===== src/rtl/vme_slave_responder.sv =====
// VME A24 slave responder: decodes a remote VME cycle, borrows the local 68030 bus
// through BR/BG/BGACK, strobes local RAM and answers with DTACK or BERR.
module vme_slave_responder #(
  parameter logic [3:0]  WINDOW         = 4'h2,
  parameter int unsigned ACCESS_CYCLES  = 4,
  parameter int unsigned TIMEOUT_CYCLES = 255
) (
  input  logic       clock,
  input  logic       reset,
  input  logic       vme_as,
  input  logic [1:0] vme_ds,
  input  logic       vme_lword,
  input  logic       vme_write,
  input  logic       vme_iack,
  input  logic [5:0] vme_address_mod,
  input  logic [3:0] vme_address_high,
  input  logic       vme_address_a1,
  output logic       vme_dtack_out,
  output logic       vme_berr_out,
  input  logic       cpu_as,
  output logic       cpu_bus_request,
  input  logic       cpu_bus_grant,
  output logic       cpu_bus_grant_ack,
  output logic       local_request,
  output logic [3:0] local_ds,
  output logic       local_write,
  output logic       slave_addr_oe,
  output logic       slave_data_oe,
  output logic       slave_data_dir,
  output logic       slave_busy
);

  localparam logic [7:0] AccessLast  = 8'(ACCESS_CYCLES - 1);
  localparam logic [7:0] TimeoutLast = 8'(TIMEOUT_CYCLES - 1);

  typedef enum logic [2:0] {
    StIdle, StDecode, StIgnore, StReqBus, StAccess, StDtack, StBerr, StRelease
  } state_e;

  state_e state_q;
  logic [7:0] count_q;

  // Synchroniser bundle: {vme_as, vme_ds[1:0], cpu_as, cpu_bus_grant}, idle = all ones.
  logic [4:0] sync1_q, sync2_q;
  logic       as_s, cpu_as_s, bg_s;
  logic [1:0] ds_s;

  always_ff @(posedge clock or negedge reset) begin
    if (!reset) begin
      sync1_q <= '1;
      sync2_q <= '1;
    end else begin
      sync1_q <= {vme_as, vme_ds, cpu_as, cpu_bus_grant};
      sync2_q <= sync1_q;
    end
  end

  assign {as_s, ds_s, cpu_as_s, bg_s} = sync2_q;

  logic [5:0] am_q;
  logic [3:0] high_q;
  logic [1:0] ds_q;
  logic       a1_q, lword_q, write_q, iack_q;

  logic       selected, illegal, release_now;
  logic [3:0] lanes;

  always_comb begin
    selected = (am_q inside {6'h39, 6'h3A, 6'h3D, 6'h3E}) && (high_q == WINDOW);
    illegal  = !iack_q || (!lword_q && (a1_q || ds_q != 2'b00));
    lanes    = 4'b1111;
    if (!lword_q) begin
      lanes = 4'b0000;
    end else if (!a1_q) begin
      lanes[3] = ds_q[1];
      lanes[2] = ds_q[0];
    end else begin
      lanes[1] = ds_q[1];
      lanes[0] = ds_q[0];
    end
    // Master abort while holding the bus, or end of data phase after DTACK/BERR.
    release_now = ((state_q == StReqBus || state_q == StAccess) && as_s) ||
                  ((state_q == StDtack || state_q == StBerr) && ds_s == 2'b11);
  end

  always_ff @(posedge clock or negedge reset) begin
    if (!reset) begin
      state_q           <= StIdle;
      count_q           <= '0;
      am_q              <= '0;
      high_q            <= '0;
      ds_q              <= 2'b11;
      a1_q              <= 1'b0;
      lword_q           <= 1'b1;
      write_q           <= 1'b1;
      iack_q            <= 1'b1;
      vme_dtack_out     <= 1'b1;
      vme_berr_out      <= 1'b1;
      cpu_bus_request   <= 1'b1;
      cpu_bus_grant_ack <= 1'b1;
      local_request     <= 1'b1;
      local_ds          <= 4'b1111;
      local_write       <= 1'b1;
      slave_addr_oe     <= 1'b1;
      slave_data_oe     <= 1'b1;
      slave_data_dir    <= 1'b0;
      slave_busy        <= 1'b0;
    end else begin
      unique case (state_q)
        StIdle: begin
          if (!as_s && ds_s != 2'b11) begin
            am_q       <= vme_address_mod;
            high_q     <= vme_address_high;
            a1_q       <= vme_address_a1;
            lword_q    <= vme_lword;
            write_q    <= vme_write;
            iack_q     <= vme_iack;
            ds_q       <= ds_s;
            slave_busy <= 1'b1;
            state_q    <= StDecode;
          end
        end
        StDecode: begin
          if (!selected) begin
            state_q <= StIgnore;
          end else if (illegal) begin
            vme_berr_out <= 1'b0;
            state_q      <= StBerr;
          end else begin
            cpu_bus_request <= 1'b0;
            count_q         <= '0;
            state_q         <= StReqBus;
          end
        end
        StIgnore: begin
          if (as_s) begin
            slave_busy <= 1'b0;
            state_q    <= StIdle;
          end
        end
        StReqBus: begin
          if (as_s) begin
            state_q <= StRelease;
          end else if (!bg_s && cpu_as_s) begin
            // Grant is checked before the timeout so a same-clock grant wins.
            cpu_bus_request   <= 1'b1;
            cpu_bus_grant_ack <= 1'b0;
            local_request     <= 1'b0;
            local_ds          <= lanes;
            local_write       <= write_q;
            slave_addr_oe     <= 1'b0;
            slave_data_oe     <= 1'b0;
            slave_data_dir    <= !write_q;
            count_q           <= '0;
            state_q           <= StAccess;
          end else if (count_q == TimeoutLast) begin
            cpu_bus_request <= 1'b1;
            vme_berr_out    <= 1'b0;
            state_q         <= StBerr;
          end else begin
            count_q <= count_q + 8'd1;
          end
        end
        StAccess: begin
          if (as_s) begin
            state_q <= StRelease;
          end else if (count_q == AccessLast) begin
            vme_dtack_out <= 1'b0;
            state_q       <= StDtack;
          end else begin
            count_q <= count_q + 8'd1;
          end
        end
        StDtack, StBerr: begin
          if (ds_s == 2'b11) state_q <= StRelease;
        end
        StRelease: begin
          if (as_s) begin
            slave_busy <= 1'b0;
            state_q    <= StIdle;
          end
        end
        default: state_q <= StIdle;
      endcase

      if (release_now) begin
        vme_dtack_out     <= 1'b1;
        vme_berr_out      <= 1'b1;
        cpu_bus_request   <= 1'b1;
        cpu_bus_grant_ack <= 1'b1;
        local_request     <= 1'b1;
        local_ds          <= 4'b1111;
        local_write       <= 1'b1;
        slave_addr_oe     <= 1'b1;
        slave_data_oe     <= 1'b1;
        slave_data_dir    <= 1'b0;
        count_q           <= '0;
      end
    end
  end

endmodule


===== config.mk =====
export PLATFORM = sky130hd
export DESIGN_NAME = vme_slave_responder
export DESIGN_NICKNAME = d
export VERILOG_FILES = /design/src/rtl/vme_slave_responder.sv
export SDC_FILE = /design/constraint.sdc
export NUM_CORES = 1
export LEC_CHECK = 0
export CORE_MARGIN = 8
export CORE_UTILIZATION = 53
export CTS_CLUSTER_DIAMETER = 50
export DETAILED_ROUTE_END_ITERATION = 16
export PLACE_DENSITY_LB_ADDON = 0.1
export SLEW_MARGIN = 20
export SYNTH_ARGS = -nofsm -noshare
export SYNTH_HDL_FRONTEND = slang
export SYNTH_SLANG_ARGS = --single-unit

===== constraint.sdc =====
create_clock -name clock -period 2.1 [get_ports clock]
set_input_delay 0.315 -clock clock [delete_from_list [all_inputs] [get_ports clock]]
set_output_delay 0.315 -clock clock [all_outputs]
set_load 0.02 [all_outputs]

==> out/results.tsv <==
metric	value	unit
antenna_found_initial	0	
synth-edff-count	0	
yosysSeqAreaShare	0.524	
worst_pin_slew	0.845	ns
p_sw_frac	0.359	
final_cells	288	
num_rows	24	
drt_iter0_drc	124	
syn_avg_cell_area	11.5	um^2
syn_inst	201	
synth-seq-cells	47	
clkPwrFrac	0.182	
grt_max_degree	41	
ir_worst_vdd	0.000940	V
routed_wl	4760	um
synth_commonest_cells	dfstp_2 (24), dfrtp_1 (23), nand2_1 (21), o21ai_0 (9), mux2_1 (8)	
drt_first_pass_iters	4	
die_h	81.9	um
synthAdderAreaFrac	0.0109	
fmax	523	MHz
clock-sinks	47	
cts_max_level	2	
hold_violations	0	
syn_nets	224	
cts_hold_buf	0	
numCtsBuffers	5	
boundaryPins	35	
skew	0.00861	ns
maxCapViolations	0	
fin_nets	258	
initial_core_util	0.540	
end_kind	flip-flop	
viasPerCell	5.79	
synth_mux_area_frac	0.0864	
grt.total_usage	0.152	
area_delta_synth_final	20.8	%
grt_pass1_vias	1652	
drc_errors	0	
required	2.29	ns
synth_xor_area_frac	0.00380	
combPwrFrac	0.400	
cp-start-kind	flip-flop	
vias	1668	
layout-drive-gt1-share	0.250	
ant_nets	0	
gr-total-overflow	0	
n_antenna_cell	0	
portBuffers	33	
p_leak	0.00119	uW
p_sw	1270	uW
synth.distinct_cells	53	
synth_top_family_by_area	simple AND/OR/NAND/NOR gates	
async_flop_share	1.00	
final.period_utilization	0.910	
cp_max_fo	6	
cts_tree	yes	
syn-cell-area	2300	um^2
die_area	6710	um^2
ys_warn_count	0	
synth_area_leaders	dfstp_2 (27%), dfrtp_1 (25%), mux2_1 (3.9%)	
core_region_area	4260	um^2
die_x	81.9	um
cts.path.max_buffers	2	
dpl.hpwl	3540	um
cts.reportedPaths.clkPinSlew	0.08	ns
synth_compound_area_frac	0.160	
ys.flop_type	dfstp_2	
p_int	2270	uW
synth_top_area_cell	dfstp_2	
power.share.sequential	0.418	
wl_per_cell	16.5	um
routabilityCongestion	0.862	
power_density	1270	nW/um^2
rsz0062_at_grt	false	
status	completed	
synth.top_cell.area_share	0.274	
slew_viol_final	0	
place_inst	280	
finalSetupViolCount	0	
grt_pass1_wl	7870	um
root_buffer	clkbuf_8	
criticalPathCategory	reg -> reg	
synthMostInstantiatedCell	dfstp_2	
arrival	2.10	ns
clock_latency	0.30	ns
slew-limit-headroom	0.437	
fin_setup_tns	0	ns
synth-simple-area-share	0.177	
fin_crit	1.91	ns
hold_class	in -> async	
power by group through the flow:
stage	sequential (uW)	clock, uW	combinational [uW]
4_1_cts	1480	667	1420
3_5_place_dp	1500	0	1410
6_report	1480	643	1420
2_1_floorplan	1460	0	1010
3_3_place_gp	1470	0	1360
5_1_grt	1530	711	1540
cell type report:
type | count | area [um^2]
multi-input cells | 137 | 1010
well taps | 52 | 65.1
clock buffers | 6 | 72.6
flip-flops and latches | 47 | 1210
fillers | 327 | 1480
clock inverters | 2 | 36.3
inverters | 5 | 18.8
repair buffers | 39 | 370
registers in the layout, summed over array words and instances, names as in the netlist, 2 cells and up:
| register | cells |
|---|---|
| am_q | 5 |
| count_q | 8 |
| ds_q | 2 |
| high_q | 4 |
| local_ds | 4 |
| state_q | 3 |
| sync1_q | 5 |
| sync2_q | 5 |
worst max-delay path: stages (launching register included):
cell and delay [ns]:
dfrtp_1 0.42, ha_1 0.27, nor4b_1 0.34, and3_1 0.27, nand3b_4 0.20, mux2_4 0.30
worst paths after layout:
kind | slack (ns) | startpoint | depth (start not counted) | end
max in group asynchronous | 1.37 | reset | 2 | high_q[3]
setup reg to reg | 0.19 | count_q[0] | 5 | count_q[1]
hold / removal | 0.11 | reset | 1 | count_q[4]
hold reg to reg | 0.35 | sync1_q[4] | 0 | sync2_q[4]
min in group clock | 0.35 | sync1_q[4] | 0 | sync2_q[4]
setup / recovery | 0.19 | count_q[0] | 5 | count_q[1]
logic make-up after synthesis:
group,Yosys count
adders and majority gates,2
DFF,47
AOI/OAI and AO/OA,51
muxes,17
buffers and inverters,17
and+or+nand+nor,66
xor gates and xnor gates,1
what timing repair did:
action                                  CTS  global route
resized for setup                         0             2
hold endpoints to repair                  0             0
endpoints found under the setup margin    0             2
setup buffers                             0             0
per-layer routing:
metal | routed length, um | track usage | vias up
met1 | 2030 | 0.198 | 800
li1 | - | - | 806
met5 | 0 | 0 | -
met3 | 335 | 0.0361 | 8
met2 | 2340 | 0.237 | 54
met4 | 59 | 0.0614 | 0
through the flow:
stage / setup slack [ns] / power, uW / util / hold WS [ns] / cell area (um^2)
floorplan: 0.381 / 2470 / - / 0.0194 / 2300
global placement: 0.224 / 2830 / 0.626 / 0.347 / 2670
detailed placement: 0.182 / 2910 / 0.626 / 0.348 / 2670
CTS: 0.0948 / 3570 / 0.652 / 0.142 / 2780
global route: 0.0156 / 3780 / 0.653 / 0.190 / 2780
finish: 0.188 / 3540 / 0.653 / 0.113 / 2780
layout by cell type (no fill, tap or decap), drive strengths merged, types with 4 or more instances in the layout:
cell | netlist | final
a21oi | 5 | 5
and3 | 6 | 6
buf | 11 | 7
clkbuf | 1 | 6
clkdlybuf4s50 | 0 | 32
dfrtp | 23 | 23
dfstp | 24 | 24
inv | 5 | 6
mux2 | 17 | 17
nand2 | 21 | 21
nand2b | 4 | 4
nand3 | 5 | 5
nor2 | 5 | 5
nor3 | 4 | 4
o211ai | 6 | 6
o21ai | 12 | 12
o22a | 4 | 4
No activity file was read; power rests on OpenSTA's default activity.
